### src/rtl/uart_rx.sv
`default_nettype none
// ============================================================================
// Module : uart_rx
// Desc   : 16x-oversampled UART receiver with a ready/valid holding register.
// Rev    : 1.0  initial release
// ============================================================================
module uart_rx #(
  parameter int DATA_BITS  = 8,
  parameter int STOP_TICKS = 16
) (
  input  logic                 clk,
  input  logic                 reset,
  input  logic                 sample_tick,
  input  logic                 rx,
  output logic [DATA_BITS-1:0] rx_data,
  output logic                 rx_valid,
  input  logic                 rx_ready,
  output logic                 frame_err,
  output logic                 overrun_err
);

  localparam int                 c_BIT_W     = $clog2(DATA_BITS);
  localparam logic [4:0]         c_MID_START = 5'd7;
  localparam logic [4:0]         c_LAST_DATA = 5'd15;
  localparam logic [4:0]         c_LAST_STOP = 5'(STOP_TICKS - 1);
  localparam logic [c_BIT_W-1:0] c_LAST_BIT  = c_BIT_W'(DATA_BITS - 1);

  typedef enum logic [1:0] {
    S_IDLE  = 2'd0,
    S_START = 2'd1,
    S_DATA  = 2'd2,
    S_STOP  = 2'd3
  } state_t;

  logic                 r_sync1;
  logic                 r_sync2;
  logic                 w_rx_s;
  state_t               r_state;
  state_t               w_state_nxt;
  logic [4:0]           r_tick_cnt;
  logic [4:0]           w_tick_nxt;
  logic [c_BIT_W-1:0]   r_bit_cnt;
  logic [c_BIT_W-1:0]   w_bit_nxt;
  logic [DATA_BITS-1:0] r_shift;
  logic [DATA_BITS-1:0] w_shift_nxt;
  logic                 w_word_done;
  logic                 w_frame_bad;

  // Synchroniser presets to the idle level so reset never looks like a start bit.
  always_ff @(posedge clk or negedge reset) begin
    if (!reset) begin
      r_sync1 <= 1'b1;
      r_sync2 <= 1'b1;
    end else begin
      r_sync1 <= rx;
      r_sync2 <= r_sync1;
    end
  end

  assign w_rx_s = r_sync2;

  always_ff @(posedge clk or negedge reset) begin
    if (!reset) begin
      r_state    <= S_IDLE;
      r_tick_cnt <= '0;
      r_bit_cnt  <= '0;
      r_shift    <= '0;
    end else begin
      r_state    <= w_state_nxt;
      r_tick_cnt <= w_tick_nxt;
      r_bit_cnt  <= w_bit_nxt;
      r_shift    <= w_shift_nxt;
    end
  end

  always_comb begin
    w_state_nxt = r_state;
    w_tick_nxt  = r_tick_cnt;
    w_bit_nxt   = r_bit_cnt;
    w_shift_nxt = r_shift;
    w_word_done = 1'b0;
    w_frame_bad = 1'b0;
    case (r_state)
      S_IDLE: begin
        if (!w_rx_s) begin
          w_state_nxt = S_START;
          w_tick_nxt  = '0;
        end
      end
      S_START: begin
        if (sample_tick) begin
          if (r_tick_cnt == c_MID_START) begin
            w_tick_nxt  = '0;
            w_bit_nxt   = '0;
            w_state_nxt = w_rx_s ? S_IDLE : S_DATA;
          end else begin
            w_tick_nxt = r_tick_cnt + 5'd1;
          end
        end
      end
      S_DATA: begin
        if (sample_tick) begin
          if (r_tick_cnt == c_LAST_DATA) begin
            w_tick_nxt  = '0;
            w_shift_nxt = {w_rx_s, r_shift[DATA_BITS-1:1]};
            if (r_bit_cnt == c_LAST_BIT) begin
              w_state_nxt = S_STOP;
            end else begin
              w_bit_nxt = r_bit_cnt + 1'b1;
            end
          end else begin
            w_tick_nxt = r_tick_cnt + 5'd1;
          end
        end
      end
      S_STOP: begin
        if (sample_tick) begin
          if (r_tick_cnt == c_LAST_STOP) begin
            w_state_nxt = S_IDLE;
            w_tick_nxt  = '0;
            w_word_done = w_rx_s;
            w_frame_bad = !w_rx_s;
          end else begin
            w_tick_nxt = r_tick_cnt + 5'd1;
          end
        end
      end
      default: w_state_nxt = S_IDLE;
    endcase
  end

  // A completing word may replace the held one only if it is drained on the same edge.
  always_ff @(posedge clk or negedge reset) begin
    if (!reset) begin
      rx_data     <= '0;
      rx_valid    <= 1'b0;
      frame_err   <= 1'b0;
      overrun_err <= 1'b0;
    end else begin
      frame_err   <= w_frame_bad;
      overrun_err <= 1'b0;
      if (w_word_done) begin
        if (!rx_valid || rx_ready) begin
          rx_data  <= r_shift;
          rx_valid <= 1'b1;
        end else begin
          overrun_err <= 1'b1;
        end
      end else if (rx_valid && rx_ready) begin
        rx_valid <= 1'b0;
      end
    end
  end

endmodule
`default_nettype wire

### config.mk
export PLATFORM = sky130hd
export DESIGN_NAME = uart_rx
export DESIGN_NICKNAME = d
export VERILOG_FILES = /design/src/rtl/uart_rx.sv
export SDC_FILE = /design/constraint.sdc
export NUM_CORES = 1
export LEC_CHECK = 0
export BUFFER_PORTS_ARGS = -buffer_cell sky130_fd_sc_hd__buf_2
export CAP_MARGIN = 10
export CORE_ASPECT_RATIO = 1.5
export CORE_MARGIN = 2
export CORE_UTILIZATION = 53
export CTS_BUF_LIST = sky130_fd_sc_hd__clkbuf_8
export DETAILED_ROUTE_END_ITERATION = 10
export GPL_TIMING_DRIVEN = 0
export PLACE_DENSITY = 0.73
export SYNTH_ARGS = -nofsm -noshare
export SYNTH_HDL_FRONTEND = slang
export SYNTH_SLANG_ARGS = --single-unit
### constraint.sdc
create_clock -name clk -period 2.61 [get_ports clk]
set_input_delay 0 -clock clk [delete_from_list [all_inputs] [get_ports clk]]
set_output_delay 0 -clock clk [all_outputs]
set_load 0.02 [all_outputs]
==> results.txt, run 1 <==
----------------------------------------------------
[Drt]
  Count of antenna-violating nets left after detailed routing ... 0
  # DRC ... 0
  Detailed-route vias per instance ... around 5.9
  DR vias ... slightly above 900
  Starting DRC count in detailed routing ... 18
  Post-DR wirelength/cell ... 14.4 um
  Iteration count of the initial detailed-routing pass ... 4
  Total wire length ... 2270 um

[STA]
  Final min period ... around 2.1 ns
  Final cycle utilization of the critical path ... between 80% and 90%
  Fmax ... roughly 470 MHz
  Slew margin rel. ... 55.9%
  RSZ-0062 raised after global routing ... no
  Pin slew with the least headroom to its limit ... 0.661 ns
  Final setup viols ... 0
  Sum Neg Setup Slack ... 0 ns
  Clk_skew ... 0.00249 ns
  Max-slew violation count ... 0
  Final worst setup slack ... 0.491 ns
  Final Hold Viols ... 0

[Floorplan]
  Total Die Area ... 3090 sq um
  Std-Cell Rows ... 22
  I/O pin count ... 16
  Die span in y ... 67.1 um
  Floorplan die width ... 46.0 um
  Core footprint ... 2480 sq um
  Effective utilization at floorplan ... 56.7%

[Clock tree]
  CTS Root Buffer Type ... clkbuf_8
  CTS Buf Count ... 5
  Maximum number of buffers from clock root to sink ... 2
  H-Tree Depth ... 2
  Clock tree from TritonCTS ... yes
  Register clock-pin slew on the reported worst setup and hold paths ... 0.06 ns
  Clock sink count ... 31
  Resized cells post-CTS ... 0
  Clock latency on the worst-skew pair ... 0.28 ns

[Yosys]
  Synth Register Bits ... 31
  Synthesized net count ... 118
  Syn Std Cell Area ... 1410 sq um
  Sequential area share after synthesis ... a little under three fifths
  Yosys synthesis warning count ... 0
  Number of distinct library cells after synthesis ... 31
  Count of flip-flops with a built-in enable after synthesis ... 0
  Share of flip-flops with an asynchronous set or reset ... 100%
  Gate Count Post-Synth ... 109
  Post-synth top area share ... 51.6%
  Largest area contributor in the synthesized netlist ... dfrtp_1
  Main flop type after synthesis ... dfrtp_1
  Mean post-synth cell area ... 12.9 sq um
  Leading post-synthesis cells by cell area ... dfrtp_1 (52%), mux2_4 (8.5%), mux2_2 (8.0%)

[Power and ir drop]
  Power per Cell Area ... roughly 770 nW/um^2
  Int Power ... 0.893 mW
  Proportion of total power due to net switching ... 28.8%
  Peak supply drop ... 0.514 mV
  Comb power frac ... 22.4%
  Part of the total power dissipated in sequential elements ... between 40% and 50%
  Psw ... around 0.36 mW
  Clock share of power ... 31.6%
  LEAKAGE ... around 0.82 nW

[Run]
  Count of maximum capacitance violations ... 0

[Finish]
  ANT cells ... 0
  Layout cell share with drive strength beyond 1 ... a little over a third
  Growth of design area from synthesis to finish ... 16.4%
  Total Nets Final ... 142

[Global routing]
  Remaining Overflow, GRT ... 0
  Wire length of the first global-routing pass ... 4040 um
  Via count of the first global-routing pass ... roughly 940
  Pin count of the biggest net entering global routing ... 32
  Antenna violations before repair ... 0
  Overall Global Routing Usage ... 18.4%

[Place]
  Half-perimeter wire length after placement ... ~1600 um
  IO Port Bufs ... 14
  Final GP Congestion ... 0.868
  Post-placement setup slack ... 0.507 ns

[Critical path]
  Crit path launch ... r_tick_cnt[0]
  Standard cell with the maximum stage delay on the critical path ... or4_4
  Stages on worst setup path ... 6
  Critical path endpoint ... rx_data[4]
  Minimum setup slack among reg-to-reg paths ... 0.49 ns
  Buf/Inv on CP ... 1
  Cell depth of the worst flop-to-flop path ... 6
  Worst stage delay on the critical path ... 0.55 ns
  Data arrival time of the critical path ... 2.28 ns
  Cells traversed along the worst timing path ... ha_1, nand4b_1, or4_4, nor2b_2, buf_6, mux2_4
  Kind of cell adding the most delay to the critical path ... simple AND/OR/NAND/NOR gates
  Largest fanout on the critical path ... 8
  Worst r2r dst ... rx_data[4]
  CP required ... 2.77 ns
  Reg2reg start ... r_tick_cnt[0]
  Category of the most critical setup path ... register to register
  Startpoint types ... register
  Category of the worst setup path capture point ... register

[Worst hold path]
  Hold Crit Class ... input pin to register
  Critical hold path startpoint ... sample_tick
  Instance count along the most critical hold path ... 3

[Status]
  Outcome ... finished, final reports clean

----------------------------------------------------
timing repair:
| item | in CTS | in global routing |
|---|---|---|
| setup buffers | 0 | 0 |
| hold endpoints to repair | 31 | 0 |
| hold buffers | 3 | 0 |
worst min path at each step:
stage	to	slack, ns
floorplan	async pin	-0.30
global placement	rx_data[7]	0.06
detailed placement	rx_data[7]	0.07
CTS	r_tick_cnt[4]	0.03
global route	r_tick_cnt[4]	0.06
finish	r_tick_cnt[4]	0.04
through the flow:
stage          util, %  cell area [sq um]  hold WS (ns)  cells  power [mW]
2_1_floorplan        -               1410        -0.296    109       0.793
3_5_place_dp      60.8               1510        0.0704    147       0.860
4_1_cts           66.0               1640        0.0314    158        1.27
5_1_grt           66.0               1640        0.0602    158        1.33
6_report          66.0               1640        0.0395    158        1.25
3_3_place_gp      60.8               1510        0.0624    147       0.845
layer usage:
metal | global-route usage [%] | wire [um] | up-vias
li1 | - | - | 438
met1 | 21.5 | 951 | 457
met2 | 29.7 | 1160 | 28
met3 | 6.50 | 112 | 6
met4 | 7.50 | 53 | 0
met5 | 0 | 0 | -
cell type report:
| type | count | area (sq um) |
|---|---|---|
| Tap cell | 24 | 30.0 |
| Inverter | 3 | 11.3 |
| Clock buffer | 7 | 96.3 |
| Buffer | 5 | 35.0 |
| Clock inverter | 1 | 3.75 |
| Fill cell | 187 | 842 |
| Multi-Input combinational cell | 70 | 581 |
| Timing Repair Buffer | 17 | 100 |
| Sequential cell | 31 | 778 |
placed cells by master, fill, tap and decap left out:
master         synthesis  layout
dfrtp_1               29      29
buf_2                  1      15
mux2_2                10      10
mux2_4                 8       8
nor2_1                 7       7
clkbuf_8               0       7
nand3_1                5       5
nand2_1                5       5
o21ai_0                5       5
inv_1                  3       4
a21oi_1                4       4
a22o_1                 4       4
ha_1                   4       4
dlygate4sd3_1          0       3
buf_4                  2       2
nor3_1                 2       2
nand3b_1               2       2
mux2i_1                2       2
dfstp_2                2       2
nand2b_1               1       1
nand4b_1               1       1
or4_4                  1       1
clkbuf_1               1       1
and4b_1                1       1
nor2b_2                1       1
buf_6                  1       1
xnor2_1                1       1
o211ai_1               1       1
o21a_1                 1       1
and3_1                 1       1
a32oi_1                1       1
nor4bb_1               1       1
o32ai_1                1       1
cells by family after synthesis:
logic type / synth area share, %
DFF: 55.4
and+or+nand+nor: 11.1
muxes: 18.0
AOI/OAI and AO/OA: 8.01
buffers and inverters: 3.29
adders and majority gates: 3.56
xor gates and xnor gates: 0.623
tightest hold or removal path, delay by kind of cell:
| kind | cells | cell delay, ns |
|---|---|---|
| AND/OR/NAND/NOR | 1 | 0.05 |
| AO/OA/AOI/OAI | 1 | 0.10 |
| buffers and inverters | 1 | 0.13 |
power by group through the flow:
stage	Sequential, mW	Clock (mW)	Combinational (mW)
after global placement	0.580	0	0.265
final	0.576	0.397	0.282
after CTS	0.577	0.411	0.281
after global routing	0.582	0.426	0.324
after floorplan	0.573	0	0.220
after detailed placement	0.583	0	0.276
state kept, by name, summed over array words and instances (netlist names), named ones only:
register     count
overrun_err      1
rx_valid         1
r_sync1          1
r_sync2          1
frame_err        1
r_bit_cnt        3
r_tick_cnt       5
r_state          1
rx_data          8
r_shift          8
cells in the mapped netlist, types with 2 or more instances:
cell type and n:
nor2_1 7, ha_1 4, a21oi_1 4, inv_1 3, buf_4 2, o21ai_0 5
nand3_1 5, nor3_1 2, dfrtp_1 29, a22o_1 4, mux2_2 10, nand2_1 5
dfstp_2 2, mux2_4 8, mux2i_1 2, nand3b_1 2
Note: power is estimated with default switching activity, not from simulation.
==> run 2, diff against run 1 <==
--- a/config.mk
+++ b/config.mk
@@ -13,7 +13,7 @@
 export CTS_BUF_LIST = sky130_fd_sc_hd__clkbuf_8
 export DETAILED_ROUTE_END_ITERATION = 10
 export GPL_TIMING_DRIVEN = 0
-export PLACE_DENSITY = 0.73
+export PLACE_DENSITY = 0.76
 export SYNTH_ARGS = -nofsm -noshare
 export SYNTH_HDL_FRONTEND = slang
 export SYNTH_SLANG_ARGS = --single-unit
==> constraint.sdc (replaced) <==
create_clock -name clk -period 1.7 [get_ports clk]
set_input_delay 0 -clock clk [delete_from_list [all_inputs] [get_ports clk]]
set_output_delay 0 -clock clk [all_outputs]
set_load 0.02 [all_outputs]
==> run 2 against run 1 <==
The run now ends with setup timing left. Critical path depth fell by 1. Via count fell by 1.4%. Final cell count grew 3.8%. Wire length is 1.6% higher.
==> results.txt, run 2 (synthesized netlist as in run 1, its figures left out) <==
----------------------------------------------------
[Critical path]
  Cells traversed along the worst timing path ... inv_2, or4_4, nor2b_2, buf_6, mux2_4 (was ha_1, nand4b_1, or4_4, nor2b_2, buf_6, mux2_4)
  Cell depth of the worst flop-to-flop path ... 5 (was 6)
  Category of the most critical setup path ... register to register (unchanged)
  CP required ... 1.86 ns (was 2.77 ns)
  Category of the worst setup path capture point ... register (unchanged)
  Worst r2r dst ... rx_data[3] (was rx_data[4])
  Standard cell with the maximum stage delay on the critical path ... dfstp_2 (was or4_4)
  Reg2reg start ... r_sync2 (was r_tick_cnt[0])
  Worst stage delay on the critical path ... 0.59 ns (was 0.55 ns)
  Data arrival time of the critical path ... 2.03 ns (was 2.28 ns)
  Startpoint types ... register (unchanged)
  Largest fanout on the critical path ... 8 (unchanged)
  Minimum setup slack among reg-to-reg paths ... -0.18 ns (was 0.49 ns)

[Drt]
  Post-DR wirelength/cell ... 14.1 um (was 14.4 um)
  Met2 wire length ... 1200 um (was 1160 um)
  Routed wl met3 ... 76 um (was 112 um)
  Starting DRC count in detailed routing ... 9 (was 18)
  Detailed-route vias per instance ... 5.59 (was 5.88)
  Top layer reached by signal wires ... met4 (unchanged)
  Met1 wire length ... 994 um (was 951 um)
  DR vias ... 916 (was 929)
  Count of antenna-violating nets left after detailed routing ... 0 (unchanged)
  Total wire length ... 2310 um (was 2270 um)
  Iteration count of the initial detailed-routing pass ... 4 (unchanged)
  # DRC ... 0 (unchanged)

[Global routing]
  Pin count of the biggest net entering global routing ... 32 (unchanged)
  Antenna violations before repair ... 0 (unchanged)
  Via count of the first global-routing pass ... 915 (was 938)
  Overall Global Routing Usage ... 17.0% (was 18.4%)
  Wire length of the first global-routing pass ... 3750 um (was 4040 um)
  Remaining Overflow, GRT ... 0 (unchanged)

[Worst hold path]
  Critical hold path startpoint ... rx_ready (was sample_tick)
  Instance count along the most critical hold path ... 3 (unchanged)
  Hold Crit Class ... input pin to register (unchanged)
  Worst hold path endpoint ... rx_valid (was r_tick_cnt[4])

[Floorplan]
  Floorplan die width ... 46.0 um (unchanged)
  Total Die Area ... 3090 sq um (unchanged)
  Effective utilization at floorplan ... 56.7% (unchanged)
  Die span in y ... 67.1 um (unchanged)
  Core footprint ... 2480 sq um (unchanged)
  Std-Cell Rows ... 22 (unchanged)
  I/O pin count ... 16 (unchanged)

[Finish]
  Growth of design area from synthesis to finish ... 23.0% (was 16.4%)
  ANT cells ... 0 (unchanged)
  Fraction of the core area covered by cells at the end of the flow ... 69.7% (was 66.0%)
  Post-Layout Cell Count ... 164 (was 158)
  Filler cell count ... 187 (unchanged)
  Commonest cells after routing, fill and taps aside ... dfrtp_1 (29), buf_2 (15), mux2_4 (14) (was dfrtp_1 (29), buf_2 (15), mux2_2 (10))
  Leading registers by flop count ... r_shift (8), rx_data (8), r_tick_cnt (5) (unchanged)
  Total Nets Final ... 149 (was 142)
  Post-route cell area ... 1730 sq um (was 1640 sq um)
  Layout cell share with drive strength beyond 1 ... 42.1% (was 35.1%)
  Most common cell after layout, fill and taps aside ... dfrtp_1 (unchanged)

[Place]
  Post-placement setup slack ... -0.249 ns (was 0.507 ns)
  IO Port Bufs ... 14 (unchanged)
  Post-DP Area ... 1520 sq um (was 1510 sq um)
  Half-perimeter wire length after placement ... 1520 um (was 1560 um)
  Cell Count Post-Placement ... 147 (unchanged)
  Final GP Congestion ... 0.865 (was 0.868)

[STA]
  Slew margin rel. ... 55.6% (was 55.9%)
  Final worst setup slack ... -0.177 ns (was 0.491 ns)
  Final min period ... 1.88 ns (was 2.12 ns)
  RSZ-0062 raised after global routing ... yes (was no)
  Pin slew with the least headroom to its limit ... 0.666 ns (was 0.661 ns)
  Max-slew violation count ... 0 (unchanged)
  Sum Neg Setup Slack ... -1.36 ns (was 0 ns)
  Fmax ... 533 MHz (was 472 MHz)
  Clk_skew ... 0.00250 ns (was 0.00249 ns)
  Final cycle utilization of the critical path ... 110% (was 81.2%)
  Hold slack final ... 0.0224 ns (was 0.0395 ns)
  Final Hold Viols ... 0 (unchanged)
  Final setup viols ... 8 (was 0)

[Clock tree]
  Maximum number of buffers from clock root to sink ... 2 (unchanged)
  Register clock-pin slew on the reported worst setup and hold paths ... 0.06 ns (about the same)
  CTS Buf Count ... 5 (unchanged)
  H-Tree Depth ... 2 (unchanged)
  Clock tree from TritonCTS ... yes (unchanged)
  CTS Root Buffer Type ... clkbuf_8 (unchanged)
  Clock sink count ... 31 (unchanged)
  Clock latency on the worst-skew pair ... 0.27 ns (was 0.28 ns)

[Status]
  Violated checks ... setup timing
  Outcome ... complete, but fails checks (was finished, final reports clean)

[Power and ir drop]
  Peak supply drop ... 1.00 mV (was 0.514 mV)
  Design Power ... 1.95 mW (was 1.25 mW)
  LEAKAGE ... 0.854 nW (was 0.823 nW)
  Power per Cell Area ... 1130 nW/um^2 (was 767 nW/um^2)

[Run]
  Count of maximum capacitance violations ... 0 (unchanged)

----------------------------------------------------
run 2: cell types whose count changed in the layout (fill, tap and decap cells not counted), sizes merged:
cell         before  now
inv               4    3
buf              18   26
dlygate4sd3       3    2
clkinv            0    1
clkbuf            8    7
run 2: critical path: cells and delay by family (launching register included):
kind	cells	cell delay, ns
flops	1	0.59
buf+inv	2	0.21
mux	1	0.31
simple gates	2	0.65
run 2: final cells by class:
class | count | area (sq um) | share of cell area [%]
Clock inverter | 1 | 5.00 | 0.290
Timing Repair Buffer | 24 | 163 | 9.41
Tap cell | 24 | 30.0 | 1.74
Multi-Input combinational cell | 70 | 623 | 36.1
Inverter | 3 | 11.3 | 0.652
Buffer | 5 | 35.0 | 2.03
Sequential cell | 31 | 778 | 45.0
Clock buffer | 6 | 82.6 | 4.78
run 2: what timing repair did:
| action | in CTS | in global routing |
|---|---|---|
| gates resized for setup | 1 | 9 |
| hold buffers | 2 | 0 |
| buffers inserted | 5 | 4 |
| endpoints found under the setup margin | 16 | 16 |
| pin swaps | 2 | 2 |
| endpoints found under the hold margin | 30 | 0 |
run 2: worst max-delay path by stage:
stage	start	endpoint
2_1_floorplan	r_tick_cnt[1]	rx_data[0]
5_1_grt	r_sync2	rx_data[3]
4_1_cts	r_tick_cnt[0]	rx_data[6]
3_3_place_gp	r_tick_cnt[1]	rx_data[6]
3_5_place_dp	r_tick_cnt[1]	rx_data[6]
6_report	r_sync2	rx_data[3]
run 2: report_power, final:
group	internal, mW	total [mW]	switching (mW)
clock	0.316	0.557	0.240
combinational	0.246	0.505	0.259
sequential	0.819	0.888	0.0689
run 2: routing by layer:
layer | GRT usage (%) | vias up
met4 | 9.29 | 0
met3 | 4.88 | 5
met5 | 0 | -
li1 | - | 452
met2 | 28.6 | 17
met1 | 18.3 | 442
